<file path="config.mk">
export PLATFORM = sky130hd
export DESIGN_NAME = log_spawn_scheduler
export DESIGN_NICKNAME = d
export VERILOG_FILES = /design/src/rtl/log_spawn_scheduler.sv
export SDC_FILE = /design/constraint.sdc
export NUM_CORES = 1
export LEC_CHECK = 0
export CAP_MARGIN = 20
export CELL_PAD_IN_SITES_DETAIL_PLACEMENT = 0
export CELL_PAD_IN_SITES_GLOBAL_PLACEMENT = 1
export CORE_ASPECT_RATIO = 0.9
export CORE_MARGIN = 2
export CORE_UTILIZATION = 30
export DETAILED_ROUTE_END_ITERATION = 12
export HOLD_SLACK_MARGIN = 0.08
export PLACE_DENSITY_LB_ADDON = 0.1
export SETUP_SLACK_MARGIN = 0.4
export SYNTH_ARGS = -nofsm -noshare
export SYNTH_HDL_FRONTEND = slang
export SYNTH_SLANG_ARGS = --single-unit
</file>
<file path="constraint.sdc">
create_clock -name CLK -period 4.15 [get_ports CLK]
set_clock_uncertainty 0.1 [all_clocks]
set_input_delay 0.6225 -clock CLK [delete_from_list [all_inputs] [get_ports CLK]]
set_output_delay 0.6225 -clock CLK [all_outputs]
set_load 0.005 [all_outputs]
</file>
<file path="src/rtl/log_spawn_scheduler.sv">
`default_nettype none
// ==========================================================================
// log_spawn_scheduler : frame-paced river-log spawner with slot allocation,
//                       live-log cap and valid/ready offer.   Revision: 1.0
// ==========================================================================
module log_spawn_scheduler #(
  parameter int NUM_LOGS   = 30,
  parameter int IDX_W      = 5,
  parameter int OFFSET_W   = 9,
  parameter int SPAWN_GAP  = 8,
  parameter int MAX_ACTIVE = 8
) (
  input  logic                CLK,
  input  logic                resetN,
  input  logic                enable,
  input  logic                startOfFrame,
  output logic [IDX_W-1:0]    table_idx,
  input  logic [OFFSET_W-1:0] offset_x_in,
  input  logic [OFFSET_W-1:0] offset_y_in,
  output logic                spawn_valid,
  input  logic                spawn_ready,
  output logic [IDX_W-1:0]    spawn_slot,
  output logic [OFFSET_W-1:0] spawn_x,
  output logic [OFFSET_W-1:0] spawn_y,
  input  logic                despawn_valid,
  input  logic [IDX_W-1:0]    despawn_slot,
  output logic [NUM_LOGS-1:0] active_mask,
  output logic [IDX_W:0]      active_count
);

  localparam int c_GAP_W = (SPAWN_GAP > 1) ? $clog2(SPAWN_GAP) : 1;
  localparam logic [c_GAP_W-1:0] c_GAP_LAST   = c_GAP_W'(SPAWN_GAP - 1);
  localparam logic [c_GAP_W-1:0] c_GAP_ONE    = c_GAP_W'(1);
  localparam logic [IDX_W-1:0]   c_LAST_IDX   = IDX_W'(NUM_LOGS - 1);
  localparam logic [IDX_W-1:0]   c_IDX_ONE    = IDX_W'(1);
  localparam logic [IDX_W:0]     c_CNT_ONE    = {{IDX_W{1'b0}}, 1'b1};
  localparam logic [IDX_W:0]     c_MAX_ACTIVE = MAX_ACTIVE[IDX_W:0];

  typedef enum logic [2:0] {
    S_IDLE      = 3'd0,
    S_WAIT_GAP  = 3'd1,
    S_FIND_SLOT = 3'd2,
    S_LOOKUP    = 3'd3,
    S_OFFER     = 3'd4
  } state_t;

  state_t                r_state;
  logic [c_GAP_W-1:0]    r_gap_cnt;
  logic [IDX_W-1:0]      r_table_idx;
  logic                  r_spawn_valid;
  logic [IDX_W-1:0]      r_spawn_slot;
  logic [OFFSET_W-1:0]   r_spawn_x;
  logic [OFFSET_W-1:0]   r_spawn_y;
  logic [NUM_LOGS-1:0]   r_active_mask;
  logic [IDX_W:0]        r_active_count;

  logic [IDX_W-1:0]      w_free_slot;
  logic                  w_desp_hit;
  logic                  w_accept;
  logic [NUM_LOGS-1:0]   w_mask_next;

  // Lowest-index clear bit; only consumed when the count is below the cap.
  always_comb begin
    w_free_slot = '0;
    for (int i = NUM_LOGS - 1; i >= 0; i--) begin
      if (!r_active_mask[i]) w_free_slot = IDX_W'(i);
    end
  end

  assign w_accept   = r_spawn_valid & spawn_ready;
  assign w_desp_hit = despawn_valid && (int'(despawn_slot) < NUM_LOGS) &&
                      r_active_mask[despawn_slot];

  // The offered slot is still clear in the mask, so a same-edge despawn of
  // it never hits and the set below wins.
  always_comb begin
    w_mask_next = r_active_mask;
    if (w_desp_hit) w_mask_next[despawn_slot] = 1'b0;
    if (w_accept)   w_mask_next[r_spawn_slot] = 1'b1;
  end

  always_ff @(posedge CLK or negedge resetN) begin
    if (!resetN) begin
      r_state        <= S_IDLE;
      r_gap_cnt      <= '0;
      r_table_idx    <= '0;
      r_spawn_valid  <= 1'b0;
      r_spawn_slot   <= '0;
      r_spawn_x      <= '0;
      r_spawn_y      <= '0;
      r_active_mask  <= '0;
      r_active_count <= '0;
    end else begin
      r_active_mask <= w_mask_next;
      case ({w_accept, w_desp_hit})
        2'b10:   r_active_count <= r_active_count + c_CNT_ONE;
        2'b01:   r_active_count <= r_active_count - c_CNT_ONE;
        default: r_active_count <= r_active_count;
      endcase

      case (r_state)
        S_IDLE: begin
          if (enable) begin
            r_state   <= S_WAIT_GAP;
            r_gap_cnt <= '0;
          end
        end
        S_WAIT_GAP: begin
          if (!enable) begin
            r_state   <= S_IDLE;
            r_gap_cnt <= '0;
          end else if (startOfFrame) begin
            if (r_gap_cnt == c_GAP_LAST) begin
              r_gap_cnt <= '0;
              r_state   <= S_FIND_SLOT;
            end else begin
              r_gap_cnt <= r_gap_cnt + c_GAP_ONE;
            end
          end
        end
        S_FIND_SLOT: begin
          if (!enable) begin
            r_state   <= S_IDLE;
            r_gap_cnt <= '0;
          end else if (r_active_count < c_MAX_ACTIVE) begin
            r_spawn_slot <= w_free_slot;
            r_state      <= S_LOOKUP;
          end
        end
        S_LOOKUP: begin
          if (!enable) begin
            r_state   <= S_IDLE;
            r_gap_cnt <= '0;
          end else begin
            r_spawn_x   <= offset_x_in;
            r_spawn_y   <= offset_y_in;
            r_table_idx <= (r_table_idx == c_LAST_IDX) ? '0 : r_table_idx + c_IDX_ONE;
            r_state     <= S_OFFER;
          end
        end
        S_OFFER: begin
          // An offer is never withdrawn; enable only decides where we go after.
          if (!r_spawn_valid) begin
            r_spawn_valid <= 1'b1;
          end else if (spawn_ready) begin
            r_spawn_valid <= 1'b0;
            r_gap_cnt     <= '0;
            r_state       <= enable ? S_WAIT_GAP : S_IDLE;
          end
        end
        default: begin
          r_state <= S_IDLE;
        end
      endcase
    end
  end

  assign table_idx    = r_table_idx;
  assign spawn_valid  = r_spawn_valid;
  assign spawn_slot   = r_spawn_slot;
  assign spawn_x      = r_spawn_x;
  assign spawn_y      = r_spawn_y;
  assign active_mask  = r_active_mask;
  assign active_count = r_active_count;

endmodule
`default_nettype wire

</file>
# Word level (Yosys, flattened, before mapping)
# Index checks and enable logic that the tools add are counted.
# op_classes
n_bitwise,4
n_lt_le_gt_ge,6
n_reduce_logical,12
n_addsub,4
n_mux,61
eq_ne,15
# op_table
cell,count
$mux 5,31
$mux 30,2
$mux 3,16
$and 30x30->30,1
$not 30->30,1
$or 30x30->30,1
$pmux 3 s5,1
$lt 5x6->1 const B,2
$pmux 3 s4,1
$pmux 6 s2,1
$reduce_and 6->1,2
$demux 1 s5,2
$ge 5x1->1 const B,2
$ne 3x3->1 const B,3
$ne 2x2->1 const B,4
$add 6x1->6 const B,1
$eq 3x2->1 const B,2
$eq 3x3->1 const B,2
$lt 6x4->1 const B,1
$mux 1,6
$sub 6x1->6 const B,1
$add 5x1->5 const B,1
$bmux 1 s5,1
$eq 5x5->1 const B,1
other kinds (13),16
# totals
register_bits,71
output_inout_bits,65
elab_cells,111

# Logic depth before layout (Yosys ltp)
# depth
word_depth,30
depth_mapped,15

# Least setup slack after synthesis
# Ideal clock, no wire load.
# synth_timing
path_kind,input to register
start,input despawn_slot[3]
end,"register r_active_count[5], in the netlist active_count[5]"
arrival_time_ns,3.317
required_time_ns,3.926
setup_ns,0.124
path_stages,14
n_path_buf,1
setup_slack_ns,0.610
path_cell_list,buf_2 mux2i_1 a22o_1 nor4b_4 nor2_1 nor2_1 ha_1 ha_1 a21o_1 a21oi_1 nand2b_1 nor4b_1 a211o_1 xor2_1
# synth_via
elab_chain_len,5
elab_cells_between_ends,9
classes_between,order compare: 1; eq/ne: 2; mux: 3; reduce/logical: 3
# synth_rtl
item,line_no,text
from (decl),26,"input logic [IDX_W-1:0] despawn_slot,"
$bmux 1 s5 or $lt 5x5->1 (tied branches),"72, 71",
$mux 1 (not written as such) or $logic_and 1x1->1 (tied branches),"72, 71",
$logic_and 1x1->1 (*),71,assign w_desp_hit = despawn_valid && (int'(despawn_slot) < NUM_LOGS) &&
$eq 2x1->1 or $eq 2x2->1 (tied branches),95,"case ({w_accept, w_desp_hit})"
$pmux 6 s2 or $reduce_bool 2->1 (tied branches),--,
to (signal assigned),96,2'b10: r_active_count <= r_active_count + c_CNT_ONE;
to (signal assigned),97,2'b01: r_active_count <= r_active_count - c_CNT_ONE;
to (signal assigned),98,default: r_active_count <= r_active_count;
to (decl),55,logic [IDX_W:0] r_active_count;
# Every way passes the cells marked *; elsewhere a longest branch is shown, timed or not. The select of a mux whose other input is x is not followed.
# A chain may end at the register's enable or synchronous reset.

# Worst setup path in the final report
# layout_timing
start,input despawn_slot[0]
end,"register r_active_count[5], in the netlist active_count[5]"
# The elaborated chain is that of the path after synthesis.

==> results.sh <==
export IMPL_final_period_utilization_pct=87.2
export IMPL_final_core_density_pct=43.2
export IMPL_clock_tree_buffer_depth=2
export IMPL_clock_latency_ns=0.34
export IMPL_synth_fp_nets=458
export IMPL_max_vdd_ir_drop_mv=0.196
export IMPL_synthArstFlopShare_pct=100
export IMPL_finalWeightedCongestion=0.855
export IMPL_synth_seq_area_share_pct=44.5
export IMPL_cts_max_level=3
export IMPL_first_pass_grt_wire_length_mm=19.6
export IMPL_grt_max_degree=72
export IMPL_critical_path_cell_chain="clkdlybuf4s50_1, buf_12, mux4_2, a32oi_2, nand3_2, nor2_2, nor2_1, ha_2, buf_4, ha_1, and4_1, a311o_1, a211o_1, xor2_1"
export IMPL_post_synth_and_or_nand_nor_area_fraction_pct=21.3
export IMPL_netlist_area_leader_share_pct=44.5
export IMPL_antenna_found_initial=0
export IMPL_post_synth_cell_types=56
export IMPL_vias=3583
export IMPL_min_period_ns=3.62
export IMPL_critical_path_endpoint_type="flop"
export IMPL_synthDominantAreaCellType="sky130_fd_sc_hd__dfrtp_1"
export IMPL_grtUsageMet3_pct=4.41
export IMPL_ctsRootBufferMaster="sky130_fd_sc_hd__clkbuf_16"
export IMPL_tritoncts_clock_tree="done"
export IMPL_io_pin_count=94
export IMPL_hpwl_mm=8.72
export IMPL_design_die_area_mm2=0.0142
export IMPL_reg2reg_slack_ns=1.01
export IMPL_core_area_mm2=0.0128
export IMPL_fin_nets=566
export IMPL_grt_use_met1_pct=25.1
export IMPL_layout_drive_gt1_share_pct=14.5
export IMPL_first_pass_iters=4
export IMPL_most_utilized_layer_in_the_global_route_result="met2"
export IMPL_final_max_slew_violation_count=0
export IMPL_syn_area_per_cell_um2=9.53
export IMPL_finalHoldViolations=0
export IMPL_worst_endpoint_required_ns=4.28
export IMPL_start_util_pct=31.1
export IMPL_ys_seq_elements=71
export IMPL_critical_path_n_buffers_inverters=3
export IMPL_gr_total_overflow=0
export IMPL_cpMaxStageDelayCell="sky130_fd_sc_hd__clkdlybuf4s50_1"
export IMPL_nFillCells=1255
export IMPL_power_leakage_uw=0.00247
export IMPL_met2_usage_pct=26.8
export IMPL_postSynth_topFlopCell="sky130_fd_sc_hd__dfrtp_1"
export IMPL_drt_iter0_drc=193
export IMPL_worst_ep_arrival_time_ns=3.74
export IMPL_cts_inserted_buffers=9
export IMPL_yosys_warnings=0
export IMPL_post_synth_xor_area_fraction_pct=1.10
export IMPL_route_detailed_drc=0
export IMPL_max_clock_freq_ghz=0.276
export IMPL_cts_sinks=71
export IMPL_worst_slew_pin_transition_ns=0.947
export IMPL_flow_area_growth_from_synthesis_pct=39.0
export IMPL_unrepaired_setup_endpoints_after_global_routing="false"
export IMPL_dominant_combinational_cell_family_by_area_after_synthesis="simple AND/OR/NAND/NOR gates"
export IMPL_worst_path_max_fanout=10
export IMPL_drt_wl_total_mm=12.5
export IMPL_floorplan_die_width_um=126
export IMPL_first_global_vias=3479
export IMPL_netlist_instances=419
export IMPL_slew_headroom_pct=36.8
export IMPL_syn_cell_area_mm2=0.00399
export IMPL_maxCapViolCount=0
export IMPL_ys_top_cells_by_area="sky130_fd_sc_hd__dfrtp_1, sky130_fd_sc_hd__nand2_1, sky130_fd_sc_hd__mux2_2, sky130_fd_sc_hd__o21ai_0, sky130_fd_sc_hd__ha_1"
export IMPL_post_drt_via_cell_ratio=5.16
export IMPL_io_buffer_count=93
export IMPL_synth_compound_area_share_pct=15.9
export IMPL_yosys_cell_count_top_type="sky130_fd_sc_hd__nand2_1"
export IMPL_placement_rows=39
export IMPL_drt_antenna_violating_nets=0
export IMPL_num_antenna_cells=0
export IMPL_run_status="finished clean"
export IMPL_critPathTopFamily="buffers and inverters"
export IMPL_overall_track_demand_over_capacity_in_global_routing_pct=17.9
export IMPL_pwr_density_cell_mw_per_mm2=382
export IMPL_worst_setup_hold_path_clk_slew_ns=0.06
export IMPL_yosys_area_share_adder_pct=3.32
export IMPL_setup_tns_final_ns=0
export IMPL_max_stage_delay_ns=0.51
export IMPL_final_critical_path_setup_slack_ns=0.531
export IMPL_synth_enable_flop_cells=0
export IMPL_worstSetupPathType="in -> reg"
export IMPL_final_setup_violation_count=0
export IMPL_worstHoldPathType="reg -> reg"
export IMPL_synth_area_mux_share_pct=10.3
export IMPL_dieHeight_um=113
export IMPL_pre_cts_slack_ns=0.0647
export IMPL_worstSetupStartpointType="primary input"
export IMPL_netlist_top_cells_count="sky130_fd_sc_hd__nand2_1, sky130_fd_sc_hd__dfrtp_1, sky130_fd_sc_hd__nor2_1, sky130_fd_sc_hd__o21ai_0, sky130_fd_sc_hd__mux2_2"
export IMPL_wire_per_inst_um=18.0
## path summary, 6_finish.rpt
| kind | start | to | depth (start not counted) |
|---|---|---|---|
| max | despawn_slot[0] | active_count[5]$_DFFE_PN0P_ | 14 |
| min | r_gap_cnt[0]$_DFFE_PN0P_ | r_gap_cnt[0]$_DFFE_PN0P_ | 1 |
| max reg2reg | active_mask[19]$_DFF_PN0_ | active_count[5]$_DFFE_PN0P_ | 12 |
| min reg2reg | r_gap_cnt[0]$_DFFE_PN0P_ | r_gap_cnt[0]$_DFFE_PN0P_ | 1 |
| max in group asynchronous | resetN | active_mask[24]$_DFF_PN0_ | 2 |
| min in group asynchronous | resetN | r_gap_cnt[2]$_DFFE_PN0P_ | 2 |
## power breakdown
part	switching [uW]	internal, uW
clock	289	540
sequential	85.4	749
combinational	203	251
## through the flow
step	hold slack (ns)	cell area (um2)	instances	power (uW)
finish	0.383	5550	695	2120
global placement	0.378	5180	676	1290
floorplan	0.227	3990	419	1060
global route	0.394	5550	695	2240
detailed placement	0.384	5180	676	1290
CTS	0.392	5500	691	2140
## cells by family after synthesis
logic type      count (synthesis)
buf+inv                        34
simple gates                  171
fa+ha+maj                      10
flops                          71
xor+xnor                        5
mux                            31
compound gates                 97
## cell type report
cell class / count / area (um2) / area share (%)
clock buffers: 12 / 246 / 4.44
repair buffers: 113 / 1090 / 19.7
well taps: 164 / 205 / 3.70
clock inverters: 3 / 67.6 / 1.22
inverters: 18 / 67.6 / 1.22
flip-flops and latches: 71 / 1780 / 32.0
multi-input cells: 314 / 2090 / 37.7
## flip-flops by register name, indices dropped and copies added, names as in the netlist
| register | cells |
|---|---|
| active_count | 6 |
| spawn_slot | 5 |
| table_idx | 5 |
| spawn_valid | 1 |
| r_gap_cnt | 3 |
| spawn_y | 9 |
| spawn_x | 9 |
| r_state | 3 |
| active_mask | 30 |
## metal layers
layer / routed length (um) / up-vias
met1: 5870 / 1720
li1: - / 1727
met5: 0 / -
met4: 215 / 0
met3: 885 / 15
met2: 5550 / 121
## layout by cell type (no fill, tap or decap), drive strengths merged, types with 10 or more instances in the layout
cell,instances
clkdlybuf4s50,91
o21ai,47
nor3,10
buf,21
nand4,10
nand2,78
nor2,28
dfrtp,71
mux2,22
inv,18
a21oi,13
clkbuf,12
## what timing repair did
item	CTS	global route
setup buffers	0	4
endpoints found under the setup margin	0	2
hold buffers	0	0
resized for setup	0	10
(Power assumes the default switching activity.)
